==> config.mk <==
export PLATFORM = sky130hd
export DESIGN_NAME = resp_outq
export DESIGN_NICKNAME = d
export VERILOG_FILES = /design/src/rtl/calc3_pkg.sv /design/src/rtl/resp_fifo.sv /design/src/rtl/resp_outq.sv
export SDC_FILE = /design/constraint.sdc
export NUM_CORES = 1
export LEC_CHECK = 0
export BUFFER_PORTS_ARGS = -buffer_cell sky130_fd_sc_hd__buf_2
export CAP_MARGIN = 20
export CORE_MARGIN = 2
export CORE_UTILIZATION = 40
export DETAILED_ROUTE_END_ITERATION = 7
export PLACE_DENSITY = 0.56
export SYNTH_ARGS = -nofsm -noshare
export SYNTH_HDL_FRONTEND = slang
export SYNTH_SLANG_ARGS = --single-unit
==> constraint.sdc <==
create_clock -name c_clk -period 11.07 [get_ports c_clk]
set_input_delay 0.5535 -clock c_clk [delete_from_list [all_inputs] [get_ports c_clk]]
set_output_delay 0.5535 -clock c_clk [all_outputs]
set_load 0.03 [all_outputs]
==> src/rtl/calc3_pkg.sv <==
// Shared response-path definitions: resp codes, field widths and the 36-bit queue entry.
package calc3_pkg;

    localparam int RESP_W = 2;
    localparam int TAG_W  = 2;
    localparam int DATA_W = 32;

    localparam logic [RESP_W-1:0] RESP_NONE = 2'b00;
    localparam logic [RESP_W-1:0] RESP_OK   = 2'b01;
    localparam logic [RESP_W-1:0] RESP_OVF  = 2'b10;
    localparam logic [RESP_W-1:0] RESP_INV  = 2'b11;

    typedef struct packed {
        logic [RESP_W-1:0] resp;
        logic [TAG_W-1:0]  tag;
        logic [DATA_W-1:0] data;
    } entry_t;

    function automatic logic resp_valid(input logic [RESP_W-1:0] r);
        return r != RESP_NONE;
    endfunction

endpackage

==> src/rtl/resp_fifo.sv <==
// Response storage: DEPTH-entry circular buffer with two ordered write ports and one read port.
module resp_fifo
    import calc3_pkg::*;
#(
    parameter int DEPTH = 4
) (
    input  logic       c_clk,
    input  logic       reset,
    input  logic       i_wr0_en,
    input  entry_t     i_wr0_data,
    input  logic       i_wr1_en,
    input  entry_t     i_wr1_data,
    input  logic       i_rd_en,
    output entry_t     o_rd_data,
    output logic [3:0] o_count
);

    localparam int PW = $clog2(DEPTH);

    entry_t          r_mem [DEPTH];
    logic [PW-1:0]   r_wptr;
    logic [PW-1:0]   r_rptr;
    logic [3:0]      r_count;

    logic [PW-1:0]   w_wr1_idx;
    logic [1:0]      w_nwr;

    // Port 1 lands right behind port 0 so same-edge arrivals keep their order.
    assign w_wr1_idx = i_wr0_en ? r_wptr + PW'(1) : r_wptr;
    assign w_nwr     = {1'b0, i_wr0_en} + {1'b0, i_wr1_en};

    always_ff @(negedge c_clk) begin
        if (!reset) begin
            if (i_wr0_en) r_mem[r_wptr]    <= i_wr0_data;
            if (i_wr1_en) r_mem[w_wr1_idx] <= i_wr1_data;
        end
    end

    always_ff @(negedge c_clk) begin
        if (reset) begin
            r_wptr  <= '0;
            r_rptr  <= '0;
            r_count <= '0;
        end else begin
            r_wptr  <= r_wptr + PW'(w_nwr);
            if (i_rd_en) r_rptr <= r_rptr + PW'(1);
            r_count <= r_count + {2'b00, w_nwr} - {3'b000, i_rd_en};
        end
    end

    assign o_rd_data = r_mem[r_rptr];
    assign o_count   = r_count;

endmodule

==> src/rtl/resp_outq.sv <==
// Response output queue: merges adder/shifter completions, one response per falling edge.
// Optional RESP_OUTQ_BYPASS_EN sends a lone arrival at an empty queue straight to the outputs.
module resp_outq
    import calc3_pkg::*;
#(
    parameter int DEPTH = 4
) (
    input  logic              c_clk,
    input  logic              reset,
    input  logic [RESP_W-1:0] add_resp,
    input  logic [TAG_W-1:0]  add_tag,
    input  logic [DATA_W-1:0] add_data,
    input  logic [RESP_W-1:0] shf_resp,
    input  logic [TAG_W-1:0]  shf_tag,
    input  logic [DATA_W-1:0] shf_data,
    output logic [RESP_W-1:0] out_resp,
    output logic [TAG_W-1:0]  out_tag,
    output logic [DATA_W-1:0] out_data,
    output logic              q_stall,
    output logic              q_ovf,
    output logic [3:0]        q_count
);

    entry_t     w_add, w_shf, w_head, w_byp_ent, w_c0, w_c1;
    logic       w_add_v, w_shf_v, w_deq, w_byp_ok, w_byp;
    logic       w_c0_v, w_c1_v, w_acc0, w_acc1, w_drop;
    logic [3:0] w_count, w_free;

    entry_t     r_out;
    logic       r_ovf;

    assign w_add   = '{resp: add_resp, tag: add_tag, data: add_data};
    assign w_shf   = '{resp: shf_resp, tag: shf_tag, data: shf_data};
    assign w_add_v = resp_valid(add_resp);
    assign w_shf_v = resp_valid(shf_resp);

`ifdef RESP_OUTQ_BYPASS_EN
    assign w_byp_ok = 1'b1;
`else
    assign w_byp_ok = 1'b0;
`endif

    assign w_deq  = (w_count != 4'd0);
    // The slot vacated by this edge's dequeue is available to this edge's arrivals.
    assign w_free = 4'(DEPTH) - w_count + {3'b000, w_deq};

    always_comb begin
        w_byp     = 1'b0;
        w_byp_ent = '0;
        w_c0_v    = 1'b0;
        w_c0      = '0;
        w_c1_v    = 1'b0;
        w_c1      = '0;
        if (w_byp_ok && (w_count == 4'd0) && (w_add_v || w_shf_v)) begin
            w_byp     = 1'b1;
            w_byp_ent = w_add_v ? w_add : w_shf;
            w_c0_v    = w_add_v && w_shf_v;
            w_c0      = w_shf;
        end else if (w_add_v) begin
            w_c0_v = 1'b1;
            w_c0   = w_add;
            w_c1_v = w_shf_v;
            w_c1   = w_shf;
        end else begin
            w_c0_v = w_shf_v;
            w_c0   = w_shf;
        end
    end

    // Candidate 1 is always the shifter, so it is the one dropped when space runs short.
    assign w_acc0 = w_c0_v && (w_free >= 4'd1);
    assign w_acc1 = w_c1_v && (w_free >= 4'd2);
    assign w_drop = (w_c0_v && !w_acc0) || (w_c1_v && !w_acc1);

    resp_fifo #(.DEPTH(DEPTH)) u_fifo (
        .c_clk      (c_clk),
        .reset      (reset),
        .i_wr0_en   (w_acc0),
        .i_wr0_data (w_c0),
        .i_wr1_en   (w_acc1),
        .i_wr1_data (w_c1),
        .i_rd_en    (w_deq),
        .o_rd_data  (w_head),
        .o_count    (w_count)
    );

    always_ff @(negedge c_clk) begin
        if (reset) begin
            r_out <= '0;
            r_ovf <= 1'b0;
        end else begin
            if (w_deq)      r_out <= w_head;
            else if (w_byp) r_out <= w_byp_ent;
            else            r_out <= '0;
            if (w_drop) r_ovf <= 1'b1;
        end
    end

    assign out_resp = r_out.resp;
    assign out_tag  = r_out.tag;
    assign out_data = r_out.data;
    assign q_ovf    = r_ovf;
    assign q_count  = w_count;
    assign q_stall  = (w_count >= 4'(DEPTH - 1));

endmodule

Word-level counts from Yosys, hierarchy flattened

Memories as Yosys holds them, arrays and structs flattened. A register that Yosys moved wholly into a read port is not among the register bits.
Cells that the tools add are included.

Flip-flop bits (word level): 9
Bits in writable memories: 144
Input bits: 74
Output and inout port bits: 42
Word-level logic and storage cells: 39
Memories kept: 1

Memory list:

| memory       | depth | width | read ports | clocked after memory_dff | write ports | RTL line        | text |
|---|---|---|---|---|---|---|---|
| u_fifo.r_mem | 4     | 36    | 1          | 1                        | 2           | resp_fifo.sv:20 | `entry_t r_mem [DEPTH];` |

Add/sub/neg operators: 8
$lt $le $gt $ge: 3
Multiplexer cells: 11
Bitwise gates (word level): 1
Reductions and logical operators: 11

Operator list:

| cell                                                                   | number |
|---|---|
| 36-bit 2-to-1 mux                                                      | 2 |
| 4-bit by 2-bit >= comparator with 1-bit output (second input constant) | 2 |
| 1-bit 2-to-1 mux                                                       | 8 |
| 2-bit by 1-bit adder with 2-bit output (second input constant)         | 2 |
| 4-bit by 1-bit adder with 4-bit output                                 | 1 |
| 4-bit by 2-bit adder with 4-bit output                                 | 1 |
| 4-bit by 1-bit >= comparator with 1-bit output (second input constant) | 1 |
| 1-bit logical AND                                                      | 4 |
| 2-bit nonzero test                                                     | 2 |
| 4-bit nonzero test                                                     | 1 |
| 3-bit by 4-bit subtractor with 4-bit output (first input constant)     | 1 |
| 4-bit by 1-bit subtractor with 4-bit output                            | 1 |
| 1-bit by 1-bit adder with 2-bit output                                 | 1 |
| 2-bit adder                                                            | 1 |
| 1-bit logical NOT                                                      | 2 |
| 2-bit 2-to-1 mux                                                       | 1 |
| 2-bit OR reduction                                                     | 1 |
| 1-bit logical OR                                                       | 1 |
| 1-bit inverter                                                         | 1 |

Depth between registers and ports, before layout

Gate-level depths: netlist of run 1.

Depth after elaboration: 7
Mapped depth: 19
Mapped depth without buffers: 19

By module

A second synthesis of run 1 with hierarchy kept.

Cells, all modules: 604
Area, all modules: 9,653.0 um^2

By module, submodules not included:

| module    | instances | cells an instance | area an instance (um^2) |
|---|---|---|---|
| resp_fifo | 1         | 422               | 7,724.9 |
| resp_outq | 1         | 182               | 1,928.1 |

==> impl_metrics.csv, run 1 <==
group,metric,value,unit
final_layout,num_antenna_cells,0,
yosys,synthArstFlopShare,0,%
yosys,syn_inst,695,
timing,setup_violations,0,
yosys,synthTopCellsByCount,"edfxtp_1, nand2_1, o221ai_1",
final_layout,final_area,0.0112,mm²
yosys,synth_top_family_by_area,"compound AO/OA/AOI/OAI gates",
timing,setup_ws,2.30,ns
timing,slew_viol_final,0,
yosys,synth.avg_cell_area,13.1,µm²
placement,dp_worst_setup_slack,1.86,ns
clock_network,clkTransAtPathRegs,0.03,ns
outcome,status,"complete, no violations",
clock_network,holdBufCountCts,0,
grt,grt_max_degree,43,
routing,avgRoutedWirePerCell,20.1,µm
clock_network,cts_tree,"yes",
floorplan,core,0.0224,mm²
floorplan,pin_count,116,
yosys,netlist.area_leader.share,47.6,%
final_layout,utilization,49.8,%
worst_setup_path,crit_arrival,3.29,ns
clock_network,postCtsSetupBuffers,0,
yosys,synth_area_leaders,"edfxtp_1, dfxtp_1, mux4_2",
floorplan,die-area,0.0239,mm²
grt,grt_usage,21.6,%
floorplan,start_util,40.5,%
min_path,min_path_type,"reg2reg",
yosys,synth_xor_area_share,0.579,%
pwr,power_density,287,mW/mm²
worst_setup_path,crit_type,"in2reg",
routing,wl,25600,µm
timing,setup_tns,0,ns
pwr,p_leak,4.66,nW
final_layout,syn_to_final_growth,23.0,%
yosys,synth_nets,784,
worst_setup_path,required,5.60,ns
pwr,vdd_ir_drop_max,0.194,mV
yosys,synthMuxAreaShare,8.93,%
clock_network,ctsHtreeMaxLevel,4,
timing,final-hold-violation-count,0,
placement,gp_congestion,0.850,
clock_network,clockRootBuffer,"clkbuf_16",
placement,dpl.cell_count,1053,
grt,grt_pass1_vias,7814,
floorplan,chipWidth,155,µm
final_layout,finalNetCount,1066,
worst_setup_path,startpoint_type,"input port",
routing,drt-initial-drc-count,607,
yosys,yosys.area.top_type,"edfxtp_1",
yosys,synth-seq-area-share,57.5,%
yosys,synth-simple-area-share,10.9,%
routing,drcViolationCount,0,
yosys,synth_fa_ha_area_share,2.15,%
timing,rsz0062_at_grt,"false",
worst_setup_path,cp_max_fo,37,
placement,dpl_cell_area,0.00986,mm²
routing,vias,7212,
grt,grt_overflow,0,
clock_network,numCtsBuffers,17,
yosys,synth_compound_area_share,16.2,%
yosys,yosys_most_used_dff,"edfxtp_1",
routing,viasPerCell,5.66,
timing,holdWs,0.476,ns
run,max_cap_violations,0,
clock_network,worstSkewPairLatency,0.47,ns
routing,ant_nets,0,
timing,slew_headroom,25.7,%
final_layout,drive_gt1_share,21.6,%
yosys,ys_ff_latch,189,
timing,tightest_slew,1.11,ns
yosys,synth_area,0.00908,mm²
worst_setup_path,end_kind,"flip-flop",
clock_network,ctsResizeCount,0,
yosys,synth_cell_types,42,
clock_network,cts_num_sinks,189,
final_layout,fillCellCount,2021,
floorplan,rows,55,
pwr,power,3.21,mW
clock_network,clockBufferDepth,2,
floorplan,die_h,155,µm
final_layout,final_cells,1275,
placement,port-buffer-count,115,
yosys,yosysWarningCount,0,
yosys,synth_edf_count,144,
grt,antenna_found_initial,0,
grt,grt_pass1_wl,39600,µm
placement,hpwl,14100,µm
routing,drt_pass1_iterations,5,
timing,finClkSkew,0.0190,ns
==> cells in the final DEF, fill, tap and decap left out, drive strengths merged <==
| cell | n |
|---|---|
| o41a | 1 |
| nor4 | 1 |
| nor2 | 11 |
| or3 | 4 |
| bufinv | 2 |
| xor2 | 2 |
| a21oi | 5 |
| clkbuf | 18 |
| o2111a | 2 |
| edfxtp | 144 |
| o2bb2ai | 68 |
| clkinvlp | 3 |
| a21o | 5 |
| nand2b | 2 |
| o221ai | 76 |
| clkinv | 3 |
| o21ai | 3 |
| mux4 | 36 |
| and3 | 2 |
| xnor2 | 4 |
| nor2b | 39 |
| buf | 125 |
| o21a | 1 |
| ha | 14 |
| o41ai | 1 |
| fa | 1 |
| dfxtp | 45 |
| o31ai | 2 |
| o22ai | 1 |
| nor3 | 7 |
| o2111ai | 1 |
| inv | 213 |
| or2 | 2 |
| nand2 | 144 |
| nand3 | 1 |
| or4 | 1 |
==> power breakdown <==
| part | internal [mW] | leakage, nW | switching [mW] | total (mW) |
|---|---|---|---|---|
| logic | 0.423 | 1.66 | 0.733 | 1.16 |
| clock network | 0.423 | 1.29 | 0.453 | 0.875 |
| registers | 1.06 | 1.71 | 0.116 | 1.18 |
==> path summary, 6_finish.rpt <==
| check | startpoint | end | slack, ns | cells past startpoint |
|---|---|---|---|---|
| min reg2reg | q_ovf | q_ovf | 0.48 | 2 |
| max | shf_resp[0] | u_fifo.r_mem[3][14] | 2.30 | 7 |
| max reg2reg | u_fifo.o_count[2] | u_fifo.r_mem[3][14] | 6.47 | 12 |
| min | q_ovf | q_ovf | 0.48 | 2 |
==> registers in the layout, summed over array words and instances (netlist names) <==
signal and count:
u_fifo.r_rptr 2, q_ovf 1, u_fifo.o_count 4, out_tag 2, u_fifo.r_mem 144, out_data 32, u_fifo.r_wptr 2, out_resp 2
==> critical path, stage by stage <==
cell,delay [ns]
buf_2,0.17
o22ai_1,0.15
or3_1,0.39
or3_1,0.47
a21oi_4,0.15
buf_4,0.47
a21o_2,0.89
==> layout make-up <==
type	instances	area, µm²	share of cell area (%)
clock inverters	204	855	7.65
clock buffers	17	425	3.81
repair buffers	126	676	6.05
well taps	285	357	3.19
inverters	17	63.8	0.571
multi-input cells	437	3570	31.9
flip-flops and latches	189	5230	46.8
==> routing by layer <==
layer  GRT usage [%]  vias up  wire length (µm)
met3            6.56       23              1890
met1            25.6     3542             10400
met2            35.9      344             13000
met4            10.4        0               253
met5               0        -                 0
li1                -     3303                 -
==> cells by family after synthesis <==
logic type | Yosys count
compound gates | 166
xor+xnor | 6
fa+ha+maj | 15
buf+inv | 69
flops | 189
mux | 36
simple gates | 214
No activity file was read; power rests on OpenSTA's default activity.
==> inputs of run 2 (changes only) <==
Settings changed: PLACE_DENSITY 0.56 to 0.58.
Clock period 11.07 ns to 7.3 ns, I/O delays scaled along.
==> run 2 against run 1 <==
  * Power increased by 53%
  * Via count shrank 0.47%
  * Global-route usage increased by 0.18 points
  * Core utilization increased by 0.54 points
  * Flip-flop and latch count stayed put
  * Sequential power is 50% higher
  * Design area up 1.1%
  * Clock skew is essentially flat
  * Register-to-register slack worse by 3.5 ns
  * Combinational power rose by 59%
==> impl_metrics.csv, run 2 (synthesis results as in run 1) <==
group,metric,value,unit
worst_setup_path,cp_max_fo,19,
pwr,power,4.90,mW
placement,gp_congestion,0.784,
grt,antenna_found_initial,0,
worst_setup_path,crit_type,"in2reg",
timing,final-hold-violation-count,0,
final_layout,final_cell_mix,"inv_1, nand2_1, edfxtp_1",
final_layout,largest-register,"u_fifo.r_mem",
floorplan,die_h,155,µm
clock_network,cts_num_sinks,189,
clock_network,ctsResizeCount,0,
clock_network,cts_tree,"yes",
worst_setup_path,reg2reg_from,"u_fifo.o_count[2]",
timing,tightest_slew,1.07,ns
clock_network,clockRootBuffer,"clkbuf_16",
routing,ant_nets,0,
final_layout,fillCellCount,2077,
routing,vias,7178,
floorplan,core,0.0224,mm²
run,max_cap_violations,0,
grt,grt_pass1_wl,40100,µm
final_layout,drive_gt1_share,22.3,%
final_layout,multi_input_comb_area,0.00357,mm²
clock_network,clkTransAtPathRegs,0.04,ns
placement,port-buffer-count,115,
clock_network,worstSkewPairLatency,0.47,ns
routing,drt_pass1_iterations,5,
pwr,vdd_ir_drop_max,0.246,mV
final_layout,finalNetCount,1072,
worst_setup_path,crit_start,"add_resp[0]",
placement,hpwl,14600,µm
timing,slew_headroom,28.3,%
routing,drt-initial-drc-count,524,
final_layout,layout_commonest_cell,"inv_1",
grt,grt_max_degree,53,
clock_network,numCtsBuffers,17,
outcome,status,"complete, no violations",
grt,grt_usage,21.8,%
final_layout,syn_to_final_growth,24.4,%
timing,slew_viol_final,0,
final_layout,largest_reg_flops,144,
routing,wl,25700,µm
floorplan,start_util,40.5,%
floorplan,pin_count,116,
grt,grt_overflow,0,
clock_network,ctsHtreeMaxLevel,4,
final_layout,num_antenna_cells,0,
grt,grt_pass1_vias,8002,
clock_network,clockBufferDepth,2,
floorplan,rows,55,
timing,finClkSkew,0.0195,ns
pwr,p_leak,4.70,nW
worst_setup_path,required,3.95,ns
clock_network,holdBufCountCts,0,
floorplan,die-area,0.0239,mm²
timing,setup_tns,0,ns
floorplan,chipWidth,155,µm
timing,setup_violations,0,
min_path,min_path_type,"reg2reg",
clock_network,postCtsSetupBuffers,0,
final_layout,regArea,0.00523,mm²
routing,viasPerCell,5.60,
min_path,min_from,"q_ovf",
worst_setup_path,crit_arrival,2.97,ns
worst_setup_path,startpoint_type,"input port",
routing,drcViolationCount,0,
pwr,power_density,434,mW/mm²
worst_setup_path,end_kind,"flip-flop",
routing,avgRoutedWirePerCell,20.0,µm
timing,rsz0062_at_grt,"false",
-- run 2: worst paths after layout --
check,end,slack [ns],depth (start not counted)
worst max-delay path,u_fifo.r_mem[0][11],0.98,7
worst min-delay path,q_ovf,0.53,2
worst max register to register,u_fifo.o_count[3],3.00,18
worst min register to register,q_ovf,0.53,2
-- run 2: report_power, final --
group	switching, mW	internal [mW]
Combinational	1.14	0.693
Sequential	0.168	1.60
Clock	0.710	0.587
Total	2.02	2.88
-- run 2: critical path, cell delays in order --
cell and delay, ns:
buf_2 0.15, o22ai_1 0.14, or3_1 0.38, or3_1 0.46
o31ai_4 0.89, buf_4 0.41, o2bb2ai_1 0.16
-- run 2: area by class of cell --
class	instances	share of cell area (%)
Clock buffer	17	3.77
Clock inverter	204	7.56
Inverter	17	0.565
Multi-Input combinational cell	437	31.6
Sequential cell	189	46.3
Tap cell	285	3.16
Timing Repair Buffer	132	7.07
-- run 2: metrics by stage --
step           hold slack [ns]  setup slack (ns)  cells  utilization, %  area, µm²
6_report                 0.525             0.982   1281            50.3      11300
5_1_grt                  0.560             0.874   1281            50.3      11300
4_1_cts                  0.532             0.983   1280            50.2      11300
3_5_place_dp             0.484             0.508   1060            44.5       9990
3_3_place_gp             0.508             0.565   1059            44.5       9970
2_1_floorplan            0.621             0.730    695               -       9080
-- run 2: layer usage --
layer  vias to the layer above  track usage [%]  share of wire, %
met5                         -                0                 0
met4                         0             11.0               1.4
met3                        29             7.96               7.8
met2                       342             36.6                51
met1                      3498             24.3                39
li1                       3309                -                 -
